### src/rtl/pair_sort_sequencer.sv
// Job controller feeding value pairs from a source FIFO into the 2-value sorter and
// merging sorter output with an odd-tail bypass. Optional stats: PAIR_SORT_STATS_EN.
module pair_sort_sequencer #(
    parameter int LEN_W = 8,
    parameter int DW    = 8
) (
    input  logic             clock,
    input  logic             reset,
    input  logic             go,
    input  logic [LEN_W-1:0] len,
    input  logic             src_empty,
    input  logic [DW-1:0]    src_data,
    output logic             src_pop_n,
    input  logic             dst_room2,
    output logic             sort_start,
    output logic [DW-1:0]    sort_a,
    output logic [DW-1:0]    sort_b,
    input  logic [DW-1:0]    sort_data,
    input  logic             sort_push_n,
    output logic [DW-1:0]    dst_data,
    output logic             dst_push_n,
    output logic             busy,
    output logic             done,
`ifdef PAIR_SORT_STATS_EN
    output logic [LEN_W-1:0] pair_cnt,
    output logic             tail_seen,
`endif
    output logic             err
);

    typedef enum logic [3:0] {
        IDLE      = 4'd0,
        FETCH_A   = 4'd1,
        FETCH_B   = 4'd2,
        WAIT_ROOM = 4'd3,
        START     = 4'd4,
        DRAIN1    = 4'd5,
        DRAIN2    = 4'd6,
        TAIL      = 4'd7,
        DONE      = 4'd8
    } state_t;

    state_t           state_r, state_next;
    logic [LEN_W-1:0] remaining_r, remaining_next;
    logic [DW-1:0]    sort_a_r, sort_a_next;
    logic [DW-1:0]    sort_b_r, sort_b_next;
    logic             err_r, err_next;
    logic             sort_start_r, busy_r, done_r;
    logic             go_accept_s, tail_pop_s;
    logic [LEN_W-1:0] remaining_dec_s;

    // Saturating decrement so the element counter can never wrap below zero.
    assign remaining_dec_s = (remaining_r == '0) ? '0 : remaining_r - LEN_W'(1);

    // Next-state, datapath capture and the combinational FIFO/sorter handshakes.
    always_comb begin
        state_next     = state_r;
        remaining_next = remaining_r;
        sort_a_next    = sort_a_r;
        sort_b_next    = sort_b_r;
        err_next       = err_r;
        src_pop_n      = 1'b1;
        dst_push_n     = 1'b1;
        dst_data       = '0;
        go_accept_s    = 1'b0;
        tail_pop_s     = 1'b0;
        case (state_r)
            IDLE: begin
                if (go) begin
                    go_accept_s    = 1'b1;
                    remaining_next = len;
                    err_next       = 1'b0;
                    if (len == '0) begin
                        state_next = DONE;
                    end else if (len == LEN_W'(1)) begin
                        state_next = TAIL;
                    end else begin
                        state_next = FETCH_A;
                    end
                end else begin
                    state_next = IDLE;
                end
            end
            FETCH_A, FETCH_B: begin
                if (!src_empty) begin
                    src_pop_n      = 1'b0;
                    remaining_next = remaining_dec_s;
                    if (state_r == FETCH_A) begin
                        sort_a_next = src_data;
                        state_next  = FETCH_B;
                    end else begin
                        sort_b_next = src_data;
                        state_next  = WAIT_ROOM;
                    end
                end else begin
                    state_next = state_r;
                end
            end
            WAIT_ROOM: begin
                // The sorter cannot stall, so both result slots must be free first.
                if (dst_room2) begin
                    state_next = START;
                end else begin
                    state_next = WAIT_ROOM;
                end
            end
            START: begin
                state_next = DRAIN1;
            end
            DRAIN1, DRAIN2: begin
                if (!sort_push_n) begin
                    dst_push_n = 1'b0;
                    dst_data   = sort_data;
                end else begin
                    err_next = 1'b1;
                end
                if (state_r == DRAIN1) begin
                    state_next = DRAIN2;
                end else if (remaining_r >= LEN_W'(2)) begin
                    state_next = FETCH_A;
                end else if (remaining_r == LEN_W'(1)) begin
                    state_next = TAIL;
                end else begin
                    state_next = DONE;
                end
            end
            TAIL: begin
                if (!src_empty && dst_room2) begin
                    tail_pop_s     = 1'b1;
                    src_pop_n      = 1'b0;
                    dst_push_n     = 1'b0;
                    dst_data       = src_data;
                    remaining_next = '0;
                    state_next     = DONE;
                end else begin
                    state_next = TAIL;
                end
            end
            DONE: begin
                state_next = IDLE;
            end
            default: begin
                state_next = IDLE;
            end
        endcase
        // A sorter push outside the drain window is a protocol violation and is dropped.
        if (!sort_push_n && (state_r != DRAIN1) && (state_r != DRAIN2)) begin
            err_next = 1'b1;
        end else begin
            err_next = err_next;
        end
    end

    // State, operands, counter and status flags; flags are aligned with the state they describe.
    always_ff @(posedge clock or negedge reset) begin
        if (!reset) begin
            state_r      <= IDLE;
            remaining_r  <= '0;
            sort_a_r     <= '0;
            sort_b_r     <= '0;
            err_r        <= 1'b0;
            sort_start_r <= 1'b0;
            busy_r       <= 1'b0;
            done_r       <= 1'b0;
        end else begin
            state_r      <= state_next;
            remaining_r  <= remaining_next;
            sort_a_r     <= sort_a_next;
            sort_b_r     <= sort_b_next;
            err_r        <= err_next;
            sort_start_r <= (state_next == START);
            busy_r       <= (state_next != IDLE);
            done_r       <= (state_next == DONE);
        end
    end

    assign sort_start = sort_start_r;
    assign sort_a     = sort_a_r;
    assign sort_b     = sort_b_r;
    assign busy       = busy_r;
    assign done       = done_r;
    assign err        = err_r;

`ifdef PAIR_SORT_STATS_EN
    logic [LEN_W-1:0] pair_cnt_r;
    logic             tail_seen_r;

    // Per-job statistics, cleared when a new job is accepted and held after it ends.
    always_ff @(posedge clock or negedge reset) begin
        if (!reset) begin
            pair_cnt_r  <= '0;
            tail_seen_r <= 1'b0;
        end else if (go_accept_s) begin
            pair_cnt_r  <= '0;
            tail_seen_r <= 1'b0;
        end else begin
            if (state_r == DRAIN2) begin
                pair_cnt_r <= pair_cnt_r + LEN_W'(1);
            end
            if (tail_pop_s) begin
                tail_seen_r <= 1'b1;
            end
        end
    end

    assign pair_cnt  = pair_cnt_r;
    assign tail_seen = tail_seen_r;
`endif

endmodule
### config.mk
export PLATFORM = sky130hd
export DESIGN_NAME = pair_sort_sequencer
export DESIGN_NICKNAME = d
export VERILOG_FILES = /design/src/rtl/pair_sort_sequencer.sv
export SDC_FILE = /design/constraint.sdc
export NUM_CORES = 1
export LEC_CHECK = 0
export CAP_MARGIN = 20
export CORE_UTILIZATION = 50
export CTS_BUF_LIST = sky130_fd_sc_hd__clkbuf_16
export DETAILED_ROUTE_END_ITERATION = 12
export HOLD_SLACK_MARGIN = 0.06
export MAX_ROUTING_LAYER = met4
export PLACE_DENSITY = 0.9
export SLEW_MARGIN = 20
export SYNTH_ARGS = -nofsm -noshare
export SYNTH_HDL_FRONTEND = slang
export SYNTH_SLANG_ARGS = --single-unit
### constraint.sdc
create_clock -name clock -period 5.65 [get_ports clock]
set_clock_uncertainty 0.05 [all_clocks]
set_input_delay 0.8475 -clock clock [delete_from_list [all_inputs] [get_ports clock]]
set_output_delay 0.8475 -clock clock [all_outputs]
set_load 0.1 [all_outputs]
==> results of run 1 <==
## worst max-delay path by stage
stage | slack (ns) | depth (start not counted) | endpoint | start
6_report | 1.37 | 6 | src_pop_n | src_empty
3_5_place_dp | 1.39 | 6 | src_pop_n | src_empty
4_1_cts | 1.36 | 6 | src_pop_n | src_empty
3_3_place_gp | 1.46 | 6 | src_pop_n | src_empty
5_1_grt | 1.27 | 6 | src_pop_n | src_empty
2_1_floorplan | 2.05 | 5 | dst_data[0] | src_empty
## metal layers
| layer | vias up | share of wire |
|---|---|---|
| li1 | 865 | - |
| met1 | 911 | 0.41 |
| met2 | 89 | 0.50 |
| met3 | 21 | 0.065 |
| met4 | 0 | 0.025 |
| met5 | - | 0 |
## cell usage in the layout, fill, tap and decap left out, types with 2 or more instances in the layout
master,synthesis,layout
nor3_1,10,10
inv_1,6,6
clkdlybuf4s50_1,0,59
or3_1,3,3
clkbuf_16,0,5
o2bb2ai_1,7,7
nor4_1,4,4
nand3_1,3,3
nor2b_1,6,6
nand2_1,8,8
o2111ai_1,5,5
a32oi_1,4,4
and3_1,2,2
ha_1,3,3
mux2_2,16,16
a211o_1,2,2
mux2i_1,2,2
a22oi_1,12,12
o21ai_0,2,2
a211oi_1,4,4
nor3b_1,4,4
or2_2,2,2
nor2_1,14,14
nand2_2,2,2
dfrtp_1,32,32
nand4_1,3,3
nand2b_1,3,3
## worst max-delay path: stages
cell and delay, ns:
clkdlybuf4s50_1 0.59, nand2b_1 0.16, nand3_1 0.32, a21oi_1 0.23, or2_2 0.12, clkdlybuf4s50_1 1.12
## logic make-up (layout without fill, tap and decap cells)
group | count (synthesis) | after routing | synth area share
buf+inv | 13 | 73 | 0.0275
flops | 32 | 32 | 0.410
simple gates | 76 | 76 | 0.227
xor+xnor | 2 | 2 | 0.00896
mux | 19 | 19 | 0.108
fa+ha+maj | 3 | 3 | 0.0192
compound gates | 47 | 47 | 0.200
## cell type report
class                           instances  area, sq um  area share
Multi-Input combinational cell        147         1100       0.405
Tap cell                               48         60.1      0.0221
Timing Repair Buffer                   60          598       0.220
Clock inverter                          2         12.5     0.00460
Sequential cell                        32          801       0.295
Clock buffer                            5          125      0.0460
Inverter                                6         22.5     0.00828
## sequential cells by signal (all words and copies together), names as in the netlist
name	flops
sort_a	8
state_r	4
sort_b	8
busy	1
sort_start	1
err	1
done	1
remaining_r	8
## cells in the mapped netlist, types with 2 or more instances
| library cell | n | area share |
|---|---|---|
| nor2_1 | 14 | 0.027 |
| a22oi_1 | 12 | 0.046 |
| or2_2 | 2 | 0.0064 |
| mux2i_1 | 2 | 0.010 |
| inv_1 | 6 | 0.012 |
| nor3b_1 | 4 | 0.015 |
| nor2b_1 | 6 | 0.019 |
| and3_1 | 2 | 0.0064 |
| nand2b_1 | 3 | 0.0096 |
| nor4_1 | 4 | 0.013 |
| nand3_1 | 3 | 0.0077 |
| buf_2 | 4 | 0.010 |
| ha_1 | 3 | 0.019 |
| a32oi_1 | 4 | 0.018 |
| o21ai_0 | 2 | 0.0051 |
| clkbuf_1 | 3 | 0.0058 |
| o2bb2ai_1 | 7 | 0.031 |
| mux2_2 | 16 | 0.092 |
| dfrtp_1 | 32 | 0.41 |
| o2111ai_1 | 5 | 0.022 |
| nand2_2 | 2 | 0.0064 |
| nand2_1 | 8 | 0.015 |
| a211o_1 | 2 | 0.0090 |
| or3_1 | 3 | 0.0096 |
| nand4_1 | 3 | 0.0096 |
| nor3_1 | 10 | 0.026 |
| a211oi_1 | 4 | 0.015 |
## stage by stage
stage | util | hold slack [ns] | cell area, sq um | instances | worst slack, ns
2_1_floorplan | - | 0.429 | 1950 | 192 | 2.05
3_3_place_gp | 0.695 | 0.436 | 2580 | 293 | 1.46
3_5_place_dp | 0.695 | 0.443 | 2580 | 293 | 1.39
4_1_cts | 0.732 | 0.454 | 2720 | 300 | 1.36
5_1_grt | 0.732 | 0.456 | 2720 | 300 | 1.27
6_report | 0.732 | 0.452 | 2720 | 300 | 1.37
==> flow_summary.yaml, run 1 <==
run_status:
  status: "completed"
routing:
  drc: 0
  vias_per_cell: 6.29
  wl_um: 5450
  drt_iter0_markers: 230
  drt.antenna.violating_nets: 0
  vias: 1886
  post_drt_wl_per_cell_um: 18.2
  firstDrtPassIters: 5
global_route:
  grt_pass1_wl_um: 8870
  use_met3: 0.0722
  grt.met2_usage: 0.457
  grt_overflow_total: 0
  antenna_found_initial: 0
  first_global_vias: 1804
  grt_max_degree: 33
  grt.busiest_layer: "met2"
  use_met1: 0.353
  grt_use_total: 0.288
layout:
  layout-drive-gt1-share: 0.131
  n_fill_cell: 270
  diodes: 0
  syn2layout_area_growth_pct: 39.1
  nNetsFinal: 285
sta:
  setup_viol: 0
  report.final.slew_viol_count: 0
  slew_headroom: 0.324
  worst_pin_slew_ns: 1.01
  period_minus_slack_ns: 4.28
  finalHoldViolCount: 0
  fmax_mhz: 234
  setup_tns_ns: 0
  rsz0062_at_grt: "false"
  fin_crit_sh: 0.758
hold_path:
  min_path_cells: 1
  hp-start: "sort_b[3]"
  min_to: "sort_b[3]"
  hold_class: "reg2reg"
synthesis:
  synth_edf_count: 0
  postSynthAreaPerCell_sq_um: 10.2
  synth_seq_cells: 32
  ys.flop_type: "dfrtp_1"
  synth_fp_nets: 225
  synthCells: 192
  ys_types: 53
  syn_area_sq_mm: 0.00195
  synth_seq_area_share: 0.410
  synth_warnings: 0
  synth_async_sr_flop_share: 1.00
floorplan:
  start_util: 0.526
  coreArea_sq_mm: 0.00372
  die_height_um: 64.5
  chipWidth_um: 64.5
  dieArea_sq_mm: 0.00416
  row_count: 22
  num_io_pins: 60
clocking:
  cts_resized: 0
  clk_latency_ns: 0.27
  cts_buffers: 5
  postCtsSetupBuffers: 0
  cts_tree: "built"
  clk_pin_slew_ns: 0.05
  cts_htree_levels: 2
  numClockSinks: 32
  clock_path_buffers: 2
  hold_buffers: 0
  root_buffer: "clkbuf_16"
worst_setup_path:
  worstPathMaxFanout: 9
  startpoint_type: "primary input"
  worst_ep_required_time_ns: 4.75
  reg2reg_from: "state_r[1]"
  arrival_ns: 3.38
  worst-setup-path-type: "in2out"
  endpoint_kind: "primary output"
  r2r_cells: 4
  r2r_setup_slack_ns: 3.41
  r2r-end: "remaining_r[1]"
placement:
  place.port_buffers: 59
  gp_congestion: 0.946
  hpwl_um: 3960
flow_run:
  maxCapViolCount: 0
Power of run 1 is not shown: default switching activity piles up to over one toggle a cycle in this logic, so the estimate is an artifact.
==> run 2: changes to the inputs <==
Settings changed: CORE_UTILIZATION 50 to 42, PLACE_DENSITY 0.9 to 0.81.
Clock period 5.65 ns to 3.78 ns, I/O delays scaled along.
==> run 2 against run 1 <==
  * Setup slack lost 0.57 ns
  * Count of clock-buffer cells in the layout did not move
  * Via count is 2.8% lower
  * Final cell count is 1.7% higher
  * Critical path type is now reg2out
  * Critical endpoint is now dst_data[0]
==> flow_summary.yaml, run 2 (same netlist as run 1, synthesis figures left out) <==
run_status:
  status: "completed"
routing:
  firstDrtPassIters: 4
  post_drt_wl_per_cell_um: 17.1
  drt.antenna.violating_nets: 0
  vias: 1834
  vias_per_cell: 6.01
  drc: 0
  drt_iter0_markers: 220
  wl_um: 5220
clocking:
  clock_path_buffers: 2
  cts_buffers: 5
  cts_htree_levels: 2
  clk_pin_slew_ns: 0.05
  clk_latency_ns: 0.28
  root_buffer: "clkbuf_16"
  cts_tree: "built"
  cts_resized: 0
  hold_buffers: 0
  postCtsSetupBuffers: 0
  numClockSinks: 32
sta:
  fin_crit_sh: 0.788
  rsz0062_at_grt: "false"
  worst_pin_slew_ns: 1.01
  setup_tns_ns: 0
  report.final.slew_viol_count: 0
  slew_headroom: 0.327
  finalHoldViolCount: 0
  layout_setup_ws_ns: 0.803
  setup_viol: 0
  period_minus_slack_ns: 2.98
  fmax_mhz: 336
worst_setup_path:
  endpoint_kind: "primary output"
  r2r_cells: 4
  cpPeakStageDelay_ns: 0.67
  worst-setup-path-type: "reg2out"
  worst_ep_required_time_ns: 3.16
  cp_slowest_cell: "dfrtp_1"
  crit_path_cell_trace: "and2_0 > and4_1 > a22oi_1 > nor2_1 > buf_4"
  critical_path_depth: 5
  worstPathMaxFanout: 17
  r2r_setup_slack_ns: 1.54
  startpoint_type: "flip-flop"
  critPathBufInv: 1
  critPathTopFamily: "simple AND/OR/NAND/NOR gates"
  arrival_ns: 2.36
floorplan:
  start_util: 0.443
  chipWidth_um: 70.2
  coreArea_sq_mm: 0.00441
  num_io_pins: 60
  die_height_um: 70.2
  dieArea_sq_mm: 0.00493
  row_count: 24
layout:
  regArea_sq_um: 801
  layout-drive-gt1-share: 0.166
  nNetsFinal: 285
  n_fill_cell: 366
  diodes: 0
  syn2layout_area_growth_pct: 38.2
  fin_area_sq_mm: 0.00270
  final_common_cell: "clkdlybuf4s50_1"
  multi_input_area_sq_mm: 0.00110
  mostFrequentLayoutCells: "clkdlybuf4s50_1, dfrtp_1, mux2_2"
placement:
  gp_congestion: 0.864
  hpwl_um: 3800
  pre_cts_ws_ns: 0.937
  dpl-instance-area_sq_mm: 0.00256
  place.port_buffers: 59
global_route:
  grt_max_degree: 33
  grt_use_total: 0.223
  first_global_vias: 1708
  antenna_found_initial: 0
  grt_overflow_total: 0
  grt_pass1_wl_um: 8320
hold_path:
  min_path_cells: 1
  hold_class: "reg2reg"
flow_run:
  maxCapViolCount: 0
run 2: worst paths after layout:
path / start / end
min: sort_b[6] / sort_b[6]
max: state_r[1] / dst_data[0]
min reg2reg: sort_b[6] / sort_b[6]
max reg2reg: state_r[1] / remaining_r[1]
min in group asynchronous: reset / remaining_r[6]
max in group asynchronous: reset / sort_a[2]
run 2: cell type report:
type,instances,share of cell area
Inverter,6,0.00834
Tap cell,52,0.0241
Timing Repair Buffer,60,0.212
Sequential cell,32,0.296
Multi-Input combinational cell,147,0.407
Clock inverter,3,0.00556
Clock buffer,5,0.0463
run 2: through the flow:
| step | hold WS [ns] | std cells | utilization |
|---|---|---|---|
| 2_1_floorplan | 0.221 | 192 | - |
| 3_3_place_gp | 0.437 | 297 | 0.580 |
| 3_5_place_dp | 0.441 | 297 | 0.580 |
| 4_1_cts | 0.455 | 305 | 0.612 |
| 5_1_grt | 0.458 | 305 | 0.612 |
| 6_report | 0.452 | 305 | 0.612 |
run 2: layer usage:
layer  vias up  global-route usage  share of wire
li1        867                   -              -
met1       879               0.298           0.45
met2        73               0.333           0.47
met3        15              0.0418          0.056
met4         0              0.0933          0.022
met5         -                   -              0
Power of run 2 is left out for the same reason.
